File: config.mk
export PLATFORM = sky130hd
export DESIGN_NAME = pwm_secuenciador
export DESIGN_NICKNAME = d
export VERILOG_FILES = /design/src/rtl/pwm_secuenciador_pkg.sv /design/src/rtl/pwm_contador.sv /design/src/rtl/pwm_secuenciador.sv
export SDC_FILE = /design/constraint.sdc
export NUM_CORES = 1
export LEC_CHECK = 0
export CORE_UTILIZATION = 50
export CTS_BUF_LIST = sky130_fd_sc_hd__clkbuf_2 sky130_fd_sc_hd__clkbuf_4 sky130_fd_sc_hd__clkbuf_8
export DETAILED_ROUTE_END_ITERATION = 12
export HOLD_SLACK_MARGIN = 0.12
export PLACE_DENSITY = 0.72
export SLEW_MARGIN = 40
export SYNTH_ARGS = -nofsm -noshare
export SYNTH_HDL_FRONTEND = slang
export SYNTH_SLANG_ARGS = --single-unit
File: constraint.sdc
create_clock -name clk -period 5.92 [get_ports clk]
set_clock_uncertainty 0.15 [all_clocks]
set_input_delay 0.592 -clock clk [delete_from_list [all_inputs] [get_ports clk]]
set_output_delay 0.592 -clock clk [all_outputs]
set_load 0.05 [all_outputs]
File: src/rtl/pwm_secuenciador_pkg.sv
// Shared definitions for the PWM sequencer: FSM state encoding and PWM defaults.
// Latency: n/a (types and constants only).
// Backpressure: n/a.
package pwm_secuenciador_pkg;

    typedef enum logic {
        ST_IDLE = 1'b0,
        ST_RUN  = 1'b1
    } estado_t;

    // Default resolution and prescaler tap shared with the other PWM blocks.
    localparam int PWM_R_DEF = 11;
    localparam int PWM_F_DEF = 2;

endpackage

File: src/rtl/pwm_contador.sv
// Prescaled PWM counter: one tick every 2^(F+1) clk, Q advances on tick.
// Latency: period_end is combinational from the counter registers.
// Backpressure: none; counter is cleared whenever run is low.
//
// Ports: clk, reset (sync active-low), run (count enable / clear when low),
//        q (R-bit PWM position), period_end (last tick of the PWM period).
module pwm_contador
    import pwm_secuenciador_pkg::*;
#(
    parameter int R = PWM_R_DEF,
    parameter int F = PWM_F_DEF
) (
    input  logic         clk,
    input  logic         reset,
    input  logic         run,
    output logic [R-1:0] q,
    output logic         period_end
);

    logic [F:0] pre;
    logic       tick;

    assign tick       = run && (&pre);
    assign period_end = tick && (&q);

    always_ff @(posedge clk) begin
        if (!reset || !run) begin
            pre <= '0;
            q   <= '0;
        end else begin
            pre <= pre + 1'b1;
            if (tick) begin
                q <= q + 1'b1;
            end
        end
    end

endmodule

File: src/rtl/pwm_secuenciador.sv
// Duty-cycle sequencer: steps a (duty, hold) table, changing duty only at PWM period ends.
// Latency: start at edge t -> busy and pwm_out valid from t+1; stop takes effect next edge.
// Backpressure: none; table writes are always accepted, start is ignored while running.
//
// Ports: clk, reset (sync active-low), start/stop pulses, loop level,
//        wr_en/wr_addr/wr_duty/wr_hold table write port,
//        pwm_out, step (active entry), busy (in RUN), seq_done (one-shot end pulse).
module pwm_secuenciador
    import pwm_secuenciador_pkg::*;
#(
    parameter int R       = PWM_R_DEF,
    parameter int F       = PWM_F_DEF,
    parameter int N_PASOS = 8,
    parameter int HOLD_W  = 8,
    localparam int AW     = $clog2(N_PASOS)
) (
    input  logic              clk,
    input  logic              reset,
    input  logic              start,
    input  logic              stop,
    input  logic              loop,
    input  logic              wr_en,
    input  logic [AW-1:0]     wr_addr,
    input  logic [R-1:0]      wr_duty,
    input  logic [HOLD_W-1:0] wr_hold,
    output logic              pwm_out,
    output logic [AW-1:0]     step,
    output logic              busy,
    output logic              seq_done
);

    localparam logic [AW-1:0] ULTIMO = AW'(N_PASOS - 1);

    logic [R-1:0]      duty_tab [N_PASOS];
    logic [HOLD_W-1:0] hold_tab [N_PASOS];

    estado_t           state, state_nxt;
    logic [AW-1:0]     step_nxt, step_inc;
    logic [R-1:0]      duty_act, duty_nxt;
    logic [HOLD_W-1:0] hold_cnt, hold_nxt;
    logic              done_nxt;

    logic [R-1:0]      q;
    logic              period_end;
    logic              run;

    // Gating run with stop clears the counter on the same edge that leaves RUN,
    // so Q is already 0 in the first IDLE cycle.
    assign busy = (state == ST_RUN);
    assign run  = busy && !stop;

    pwm_contador #(
        .R (R),
        .F (F)
    ) u_contador (
        .clk        (clk),
        .reset      (reset),
        .run        (run),
        .q          (q),
        .period_end (period_end)
    );

    assign pwm_out  = busy && (q < duty_act);
    assign step_inc = step + 1'b1;

    // Table reads here see the pre-write contents, so a load coinciding with a
    // write to the same entry takes the old value.
    always_comb begin
        state_nxt = state;
        step_nxt  = step;
        duty_nxt  = duty_act;
        hold_nxt  = hold_cnt;
        done_nxt  = 1'b0;
        case (state)
            ST_IDLE: begin
                if (start && !stop) begin
                    state_nxt = ST_RUN;
                    step_nxt  = '0;
                    duty_nxt  = duty_tab[0];
                    hold_nxt  = hold_tab[0];
                end
            end
            ST_RUN: begin
                if (stop) begin
                    state_nxt = ST_IDLE;
                    step_nxt  = '0;
                end else if (period_end) begin
                    if (hold_cnt != '0) begin
                        hold_nxt = hold_cnt - 1'b1;
                    end else if (step != ULTIMO) begin
                        step_nxt = step_inc;
                        duty_nxt = duty_tab[step_inc];
                        hold_nxt = hold_tab[step_inc];
                    end else if (loop) begin
                        step_nxt = '0;
                        duty_nxt = duty_tab[0];
                        hold_nxt = hold_tab[0];
                    end else begin
                        state_nxt = ST_IDLE;
                        step_nxt  = '0;
                        done_nxt  = 1'b1;
                    end
                end
            end
            default: state_nxt = ST_IDLE;
        endcase
    end

    always_ff @(posedge clk) begin
        if (!reset) begin
            state    <= ST_IDLE;
            step     <= '0;
            duty_act <= '0;
            hold_cnt <= '0;
            seq_done <= 1'b0;
            for (int i = 0; i < N_PASOS; i++) begin
                duty_tab[i] <= '0;
                hold_tab[i] <= '0;
            end
        end else begin
            state    <= state_nxt;
            step     <= step_nxt;
            duty_act <= duty_nxt;
            hold_cnt <= hold_nxt;
            seq_done <= done_nxt;
            if (wr_en) begin
                duty_tab[wr_addr] <= wr_duty;
                hold_tab[wr_addr] <= wr_hold;
            end
        end
    end

endmodule
==> results by stage, run 1 <==
STA:
- The worst pin sits at a relative slew slack of 0.472.
- The number of hold violations in the final report is 0.
- The final sum of negative setup slack is 0 ns.
- The upper clock frequency limit is 265 MHz.
- The post-route minimum period is 3.77 ns.
- At the pin with the least slew margin, the transition time is 0.789 ns.
- The final count of pins violating max slew is 0.
- The final worst-path cycle share is 0.637.
- The worst hold margin is 0.307 ns.
- Setup violations remaining at the end of the flow were counted as 0.
- Setup repair after global routing left no endpoint under its margin.
- After layout, the worst setup slack is 2.15 ns.

Route:
- The detailed router's first-iteration violation count is 475.
- After detailed routing, the average wire length per cell comes to 20.0 um.
- Summing over every cut layer, the via total after detailed routing is 5,341.
- After detailed routing, the number of vias per cell comes to 5.69.
- The post-route DRC violation count is 0.
- The pre-antenna-repair detailed-routing pass consisted of 5 iterations.
- In this run the remaining antenna-violating nets after routing total 0.
- The total routed wirelength is 18,700 um.

Yosys:
- The cell area that synthesis handed to floorplanning was 0.00897 mm^2.
- The adder and majority gate portion of the synthesized area is 0.0237.
- The post-synthesis cell type count is 57.
- The number of enable-type register cells in the synthesized netlist is 152.
- Of the synthesized area, sequential elements account for 0.594.
- The fraction of registers with async set or reset after synthesis is 0.
- After synthesis, the most frequently instantiated cells are sky130_fd_sc_hd__and2_1, sky130_fd_sc_hd__edfxtp_1, sky130_fd_sc_hd__dfxtp_1, sky130_fd_sc_hd__nor2_1, sky130_fd_sc_hd__mux4_2.
- The portion of synthesized area spent on multiplexers is 0.115.
- The dominant synthesized flop cell is sky130_fd_sc_hd__edfxtp_1.
- The synthesized net count is 712.
- The count of state elements after synthesis is 190.
- Of the total synthesized cell area, the portion taken by XOR and XNOR cells is 0.00976.
- Synthesis produced a netlist whose cell count is 667.
- The compound-cell area share of the yosys netlist came to 0.0637.
- Of the total synthesized cell area, the portion taken by AND, OR, NAND and NOR gates is 0.171.
- The dominant cell by count in the synthesized netlist is sky130_fd_sc_hd__and2_1.
- By area the synthesized netlist is led by sky130_fd_sc_hd__edfxtp_1, sky130_fd_sc_hd__and2_1, sky130_fd_sc_hd__mux4_2.
- A synthesized cell averages 13.4 um^2.
- The number of warning messages in the yosys log is 0.
- The combinational family with the most area after synthesis is simple AND/OR/NAND/NOR gates.
- The share of synthesized area in the top cell type comes to 0.509.
- sky130_fd_sc_hd__edfxtp_1 takes more of the synthesized area than any other cell.

Status:
- The run finished with clean final reports.

Setup path:
- By startpoint and endpoint, the worst setup path is classified as reg2out.
- Data on the critical path is required at its endpoint by 5.18 ns.
- In this run the worst path has a maximum fanout of 6.
- The worst setup path is launched from a flop.
- The signal on the critical path passes through ha_1 -> a21o_1 -> a2111oi_0 -> o21ai_0 -> a41oi_1 -> clkdlybuf4s50_1.
- At the worst endpoint, the arrival time is 3.03 ns.
- The slowest stage of the critical path belongs to the cell sky130_fd_sc_hd__clkdlybuf4s50_1.
- STA classifies the critical path endpoint as an output pin.
- The count of buffer and inverter cells on the critical path is 1.
- On the worst path, the slowest cell contributes a delay of 0.84 ns.
- The kind of cell adding the most delay to the critical path is compound AO/OA/AOI/OAI gates.

Clock network:
- Post-CTS repair changed the size of 0 cells.
- The number of H-tree levels is 4.
- Clock tree synthesis selected as its root buffer the cell sky130_fd_sc_hd__clkbuf_8.
- Clock-pin slew was measured on the worst setup and hold paths at 0.09 ns.
- TritonCTS built the clock tree.
- The clock net in this run drives a total of 190 sinks.
- The number of buffers between clock root and the deepest sink is 2.
- The number of buffers inserted to repair setup after CTS is 0.
- The insertion delay to the later sink of the worst-skew pair is 0.47 ns.
- The cts-stage hold buffer count is 0.
- The total clock buffers created by CTS is 17.

Die:
- The initial core utilization is 0.515.
- 34 I/O pins were placed.
- The die covers 0.0185 mm^2.
- The floorplan die width is 136 um.
- Row generation in the floorplan step produced 48 rows.
- The standard cell core area is 0.0174 mm^2.
- From bottom edge to top edge, the die measures 136 um.

Power:
- The total power density per cell area is 253 mW/mm^2.
- The worst supply voltage drop on vdd is 0.147 mV.
- The leakage power figure is 3.36 nW.

Place:
- The placer congestion estimate is 0.872.
- The HPWL reported at the end of detailed placement is 12,600 um.
- The number of I/O port buffers is 33.
- Prior to clock tree synthesis, the placed netlist has a worst setup slack of 2.25 ns.

Global routing:
- The number of antenna violations at the first check in global routing is 0.
- The via count of the first global-routing pass came to 5,537.
- Entering global routing, the biggest net connects 38 pins.
- Summed over all layers, the global routing overflow is 0.
- Across every metal layer, demand over resource in global routing totals 0.220.
- The first global-routing pass estimated 29,700 um of wire.

Layout:
- The number of diodes added for antenna fixing is 0.
- The area occupied by multi-input gates is 0.00355 mm^2.
- Relative to the synthesized area, the layout overhead comes to 11.5%.
- In the final layout, the share of cells above drive strength 1 is 0.136.
- Across the whole layout, storage elements account for 0.00533 mm^2.
- The number of fillers in the final layout is 1,423.
- For this run, the post-layout net count is 745.

Worst hold path:
- The path type of the worst min-delay path is reg2reg.

Run:
- The tool flagged a number of max-cap violations equal to 0.
[placed cells by master, fill, tap and decap left out, types with 7 or more instances in the layout]
cell,n
sky130_fd_sc_hd__o2bb2ai_1,12
sky130_fd_sc_hd__dfxtp_1,37
sky130_fd_sc_hd__buf_4,9
sky130_fd_sc_hd__inv_1,19
sky130_fd_sc_hd__and2_1,153
sky130_fd_sc_hd__xor2_1,7
sky130_fd_sc_hd__ha_1,16
sky130_fd_sc_hd__clkbuf_8,17
sky130_fd_sc_hd__nand2b_1,8
sky130_fd_sc_hd__mux4_2,35
sky130_fd_sc_hd__nand2_1,14
sky130_fd_sc_hd__clkdlybuf4s50_1,33
sky130_fd_sc_hd__nor2_1,37
sky130_fd_sc_hd__nand3_1,7
sky130_fd_sc_hd__edfxtp_1,152
sky130_fd_sc_hd__mux2i_1,23
sky130_fd_sc_hd__o21ai_0,11
sky130_fd_sc_hd__a21oi_1,20
[kinds of logic after synthesis]
| family | count (synthesis) |
|---|---|
| flip-flops | 190 |
| multiplexers | 59 |
| XOR/XNOR | 10 |
| buffers and inverters | 49 |
| adder cells (fa/ha/maj) | 17 |
| AO/OA/AOI/OAI | 82 |
| AND/OR/NAND/NOR | 260 |
[metal layers]
| layer | wire [um] | part of all wire | global-route usage | vias up |
|---|---|---|---|---|
| li1 | - | - | - | 2525 |
| met1 | 8390 | 0.45 | 0.292 | 2657 |
| met2 | 9190 | 0.49 | 0.351 | 134 |
| met3 | 805 | 0.043 | 0.0455 | 25 |
| met4 | 345 | 0.018 | 0.0944 | 0 |
| met5 | 0 | 0 | 0 | - |
[state kept, by name, indices dropped and copies added, names as in the netlist]
| name | flops |
|---|---|
| duty_tab | 88 |
| busy | 1 |
| hold_cnt | 8 |
| u_contador.q | 11 |
| hold_tab | 64 |
| duty_act | 11 |
| step | 3 |
| u_contador.pre | 3 |
| seq_done | 1 |
[final timing paths]
check / end / from / slack, ns / depth (start not counted)
worst max-delay path: pwm_out / u_contador.q[5] / 2.15 / 6
worst min-delay path: u_contador.pre[0] / u_contador.pre[0] / 0.31 / 1
worst max register to register: hold_cnt[7] / step[1] / 3.08 / 8
worst min register to register: u_contador.pre[0] / u_contador.pre[0] / 0.31 / 1
[where the power goes]
part	internal (mW)	leakage, nW	total, mW	switching [mW]
sequential	1.51	1.77	1.54	0.0296
combinational	0.0912	1.43	0.216	0.125
clock	0.328	0.171	0.774	0.446
[layout make-up]
type	instances	share of cell area
Sequential cell	190	0.533
Timing Repair Buffer	44	0.0428
Clock inverter	14	0.0100
Inverter	19	0.00713
Clock buffer	18	0.0241
Multi-Input combinational cell	428	0.355
Tap cell	225	0.0282
[per-stage QoR]
step	utilization	cells	area (um^2)	total power, mW
after floorplan	-	667	8970	1.70
after global placement	0.548	904	9550	1.77
after detailed placement	0.552	904	9620	1.79
after CTS	0.572	936	9960	2.54
after global routing	0.574	938	10000	2.61
final	0.574	938	10000	2.53
(Power assumes the default switching activity.)
==> run 2: changes to the inputs <==
==> constraint.sdc (replaced) <==
create_clock -name clk -period 3.7 [get_ports clk]
set_clock_uncertainty 0.15 [all_clocks]
set_input_delay 0.37 -clock clk [delete_from_list [all_inputs] [get_ports clk]]
set_output_delay 0.37 -clock clk [all_outputs]
set_load 0.05 [all_outputs]
==> run 2 against run 1 <==
Register-to-register slack lost 2.0 ns. Flip-flop and latch count is the same. Combinational power grew 62%. Non-clock buffer count rose by 10. Critical path type unchanged. Largest cell class unchanged.
==> results by stage, run 2 (synthesized netlist as in run 1, its figures left out) <==
Status:
- The flow ran to the end, and the final reports show no timing, DRC or antenna violations.

STA:
- The number of hold violations in the final report is 0.
- Once routing completed, OpenROAD measured the worst setup slack at 0.222 ns.
- At the pin with the least slew margin, the transition time is 0.822 ns.
- Setup violations remaining at the end of the flow were counted as 0.
- Setup repair after global routing left no endpoint under its margin.
- The post-route minimum period is 3.48 ns.
- The upper clock frequency limit is 288 MHz.
- The relative slew slack is 0.450.
- Setup total negative slack on the finished layout was measured at 0 ns.
- Dividing the final minimum period by the clock period gives 0.940.
- The final count of pins violating max slew is 0.

Global routing:
- The all-layer global routing usage is 0.222.
- The global-route wire length before repair is 30,200 um.
- The total overflow reported by the global router is 0.
- The via count of the first global-routing pass is 5,388.
- The number of antenna violations at the first check in global routing is 0.
- The pin count of the biggest net entering global routing is 37.

Setup path:
- Together, buffers and inverters on the worst path number 2.
- At the worst endpoint, the arrival time is 2.96 ns.
- On the worst path, the slowest cell contributes a delay of 0.84 ns.
- The highest fanout seen on the critical path is 2.
- The data required time of the worst path is 3.18 ns.
- The worst setup path is captured at an output pin.
- The cell with the largest stage delay on the worst path is sky130_fd_sc_hd__clkdlybuf4s50_1.
- The critical path in this run is classified as reg2out.
- STA classifies the critical path startpoint as a flop.
- The kind of cell adding the most delay to the critical path is compound AO/OA/AOI/OAI gates.
- The signal on the critical path passes through inv_1 -> ha_1 -> a21o_1 -> a2111oi_0 -> o21ai_0 -> a41oi_1 -> clkdlybuf4s50_1.

Route:
- The average wire per standard cell is 20.0 um.
- The detailed router's first-iteration violation count is 479.
- After detailed routing, the number of vias per cell comes to 5.69.
- The first-pass detailed-route iteration total is 5.
- The total number of vias is 5,398.
- The post-route DRC violation count is 0.
- Wires add up to 18,900 um.
- In this run the remaining antenna-violating nets after routing total 0.

Layout:
- The number of fillers in the final layout is 1,406.
- The number of diodes added for antenna fixing is 0.
- The register with the most flip-flops is duty_tab.
- The largest registers in the layout are duty_tab x88, hold_tab x64.
- In the final layout, the share of cells above drive strength 1 is 0.151.
- From synthesis to final layout, the design area changed by 11.7%.
- In the layout the commonest cells are sky130_fd_sc_hd__and2_1, sky130_fd_sc_hd__edfxtp_1, sky130_fd_sc_hd__nor2_1.
- For this run, the post-layout net count is 755.
- The commonest non-fill, non-tap cell in the layout is sky130_fd_sc_hd__and2_1.
- The number of flip-flops under the largest register name is 88.

Die:
- The number of top-level pins is 34.
- The die covers 0.0185 mm^2.
- The standard cell core area is 0.0174 mm^2.
- The die is 136 um wide.
- Row generation in the floorplan step produced 48 rows.
- The height of the die is 136 um.
- The initial core utilization is 0.515.

Clock network:
- The post-CTS resize count is 0.
- The insertion delay to the later sink of the worst-skew pair is 0.46 ns.
- The clock tree from TritonCTS is yes.
- Clock tree synthesis inserted a total of 17 buffers.
- The number of clock sinks is 190.
- The tree is rooted in a sky130_fd_sc_hd__clkbuf_8.
- The number of buffers inserted to repair setup after CTS is 0.
- The clock slew at the register clock pins of the worst setup and hold paths is 0.10 ns.
- Buffers inserted to repair hold after CTS numbered 0.
- No sink is reached through more buffers than the 2 on the longest clock path.
- The number of H-tree levels is 4.

Power:
- Summed over all cells, the static leakage comes to 3.41 nW.
- For this design the ratio of total power to cell area is 414 mW/mm^2.
- Power comes to 4.15 mW.
- VDD sags by at most 0.236 mV.

Worst hold path:
- The path type of the worst min-delay path is reg2reg.

Run:
- The tool flagged a number of max-cap violations equal to 0.

Place:
- The placer congestion estimate is 0.890.
- After legalization and detailed placement, the total HPWL measured 12,900 um.
- Timing analysis after detailed placement gives a worst setup slack of 0.685 ns.
- The number of I/O port buffers is 33.
[run 2: through the flow]
step | utilization | hold slack [ns] | std cells | instance area [um^2]
after floorplan | - | 0.249 | 667 | 8970
after global routing | 0.575 | 0.326 | 948 | 10000
final | 0.575 | 0.280 | 948 | 10000
after detailed placement | 0.553 | 0.272 | 916 | 9640
after CTS | 0.575 | 0.287 | 948 | 10000
after global placement | 0.553 | 0.260 | 916 | 9640
[run 2: metal layers]
layer,track usage,share of wire,vias to the layer above
met2,0.359,0.49,131
li1,-,-,2563
met5,0,0,-
met4,0.0500,0.0072,0
met3,0.0418,0.047,12
met1,0.312,0.46,2692
[run 2: path summary, 6_finish.rpt]
check                    startpoint                 to  slack, ns  cells after the start
hold / removal    u_contador.pre[0]  u_contador.pre[0]       0.28                      1
hold reg to reg   u_contador.pre[0]  u_contador.pre[0]       0.28                      1
setup reg to reg            step[1]        hold_cnt[6]       1.04                      8
setup / recovery        duty_act[5]            pwm_out       0.22                      7
[run 2: area by class of cell]
cell class / count / area (um^2) / share of cell area
clock buffer: 19 / 249 / 0.0249
clock inverter: 13 / 133 / 0.0132
inverter: 19 / 71.3 / 0.00712
multi-input combinational: 428 / 3470 / 0.346
sequential: 190 / 5330 / 0.532
tap: 225 / 282 / 0.0281
timing repair buffer: 54 / 488 / 0.0487
[run 2: report_power, final]
group / switching [mW] / internal (mW)
clock network: 0.771 / 0.564
registers: 0.0454 / 2.42
logic: 0.202 / 0.147
total: 1.02 / 3.13
==> run 3: changes to the inputs <==
--- a/config.mk
+++ b/config.mk
@@ -5,6 +5,7 @@
 export SDC_FILE = /design/constraint.sdc
 export NUM_CORES = 1
 export LEC_CHECK = 0
+export CAP_MARGIN = 20
 export CORE_UTILIZATION = 50
 export CTS_BUF_LIST = sky130_fd_sc_hd__clkbuf_2 sky130_fd_sc_hd__clkbuf_4 sky130_fd_sc_hd__clkbuf_8
 export DETAILED_ROUTE_END_ITERATION = 12
==> results of run 3 <==
No change in the layout: final DEF, timing and power equal those of run 2.
==> variant, RTL diff (flow settings as in run 2) <==
`N_PASOS`: 8 -> 16.
--- a/src/rtl/pwm_secuenciador.sv
+++ b/src/rtl/pwm_secuenciador.sv
@@ -10,7 +10,7 @@
 #(
     parameter int R       = PWM_R_DEF,
     parameter int F       = PWM_F_DEF,
-    parameter int N_PASOS = 8,
+    parameter int N_PASOS = 16,
     parameter int HOLD_W  = 8,
     localparam int AW     = $clog2(N_PASOS)
 ) (
Interface: changed (resized step and wr_addr); port bits go from 34 to 36. No check against the original RTL was run, so the function may have changed too.
==> variant against run 2 <==
Non-clock buffer count increased by 24. Clock power increased by 140%. Sequential cell count increased by 153. Routed wire length increased by 90%. Synthesized area increased by 81%. Setup slack improved by 0.33 ns. Power increased by 97%. Design area increased by 82%. Critical path type unchanged. Critical endpoint unchanged. Highest routed layer is now met5.
==> variant: results (changes against run 2) <==
* Status: finished, final reports clean
* Leak pwr at 6.32 nW (+85%)
* Maximum clock path buffer count at 3 (+1)
* Max layer used: met5
* DP Area at 17200 um^2 (+79%)
* R2R cell count at 6 (-2)
* Clock buffer count from CTS at 55 (+38)
* Pin count of the biggest net entering global routing at 47 (+27%)
* Power density over cell area at 448 nW/um^2 (+8.1%)
* Met2 WL at 17200 um (+87%)
* Port bufs at 35 (+6.1%)
* Htree depth at 2 (-2)
* R2r startpoint: step[0]
* P_int at 6.35 mW (+100%)
* M1 GR Usage at 31.5% (+0.29 points)
* CP Launch Point: u_contador.q[5]
* Metal3 WL at 2550 um (+190%)
* Reg-to-reg endpoint: duty_act[10]
* Clk_lat worst skew at 0.60 ns (+0.14 ns)
* Synth cell count leaders: and2_1, edfxtp_1, mux4_2, nand2_1, clkbuf_1
* CP Data Arrival Time at 2.63 ns (-0.33 ns)
* Final min period at 3.15 ns (-0.325 ns)
* DR vias/cell at 5.64 (-0.97%)
* Avg Inst Size Synth at 14.2 um^2 (+5.9%)
* VDD IR max at 269 uV (+14%)
* Met3 usage at 4.23% (+0.055 points)
* Slew HR at 49.9% (+4.8 points)
* Clk pin slew, worst setup/hold paths at 0.06 ns (-0.04 ns)
* Cell Count, Final, Fillers Out at 1674 (+77%)
* Placed insts at 1577 (+72%)
* Final total power at 8.18 mW (+97%)
* Nets at 1244 (+65%)
* Crit path max fanout at 5 (+3)
* Post-DP HPWL at 23900 um (+86%)
* CP Buf/Inv Count at 1 (-1)
* Critical-path top delay cell: dlymetal6s2s_1
* Yosys cell types at 71 (+25%)
* Synth top area cells: edfxtp_1, and2_1, mux4_2
* GP Congestion at 0.866 (-2.7%)
* Vias in the first global route at 9512 (+77%)
* Final WL at 35900 um (+90%)
* Register area share after synthesis at 60.9% (+1.6 points)
* Global-route wire length before repair at 56200 um (+86%)
* Combinational power at 0.555 mW (+59%)
* Flop+latch power at 4.49 mW (+82%)
* Largest stage delay, worst path at 0.45 ns (-0.39 ns)
* Pre-CTS WS at 0.752 ns (+0.0677 ns)
[variant: cell families after synthesis]
| kind of cell | synth area share, % |
|---|---|
| simple gates | 16.5 |
| xor+xnor | 0.977 |
| fa+ha+maj | 1.23 |
| mux | 13.0 |
| buf+inv | 2.79 |
| compound gates | 4.54 |
| flops | 60.9 |
[variant: cell type report]
cell class / instances / area, um^2 / share of cell area, %
clock buffers: 86 / 996 / 5.45
repair buffers: 78 / 708 / 3.87
well taps: 435 / 544 / 2.98
multi-input cells: 704 / 5990 / 32.8
flip-flops and latches: 343 / 9910 / 54.2
inverters: 17 / 63.8 / 0.349
clock inverters: 11 / 66.3 / 0.363
[variant: worst min-delay path by stage]
stage                                    to  depth (start not counted)  slack (ns)
after floorplan           u_contador.pre[0]                          1        0.25
after global placement    u_contador.pre[0]                          1        0.26
after detailed placement  u_contador.pre[0]                          1        0.26
after CTS                           step[0]                          4        0.24
after global routing            duty_act[8]                          4        0.28
final                     u_contador.pre[0]                          1        0.27
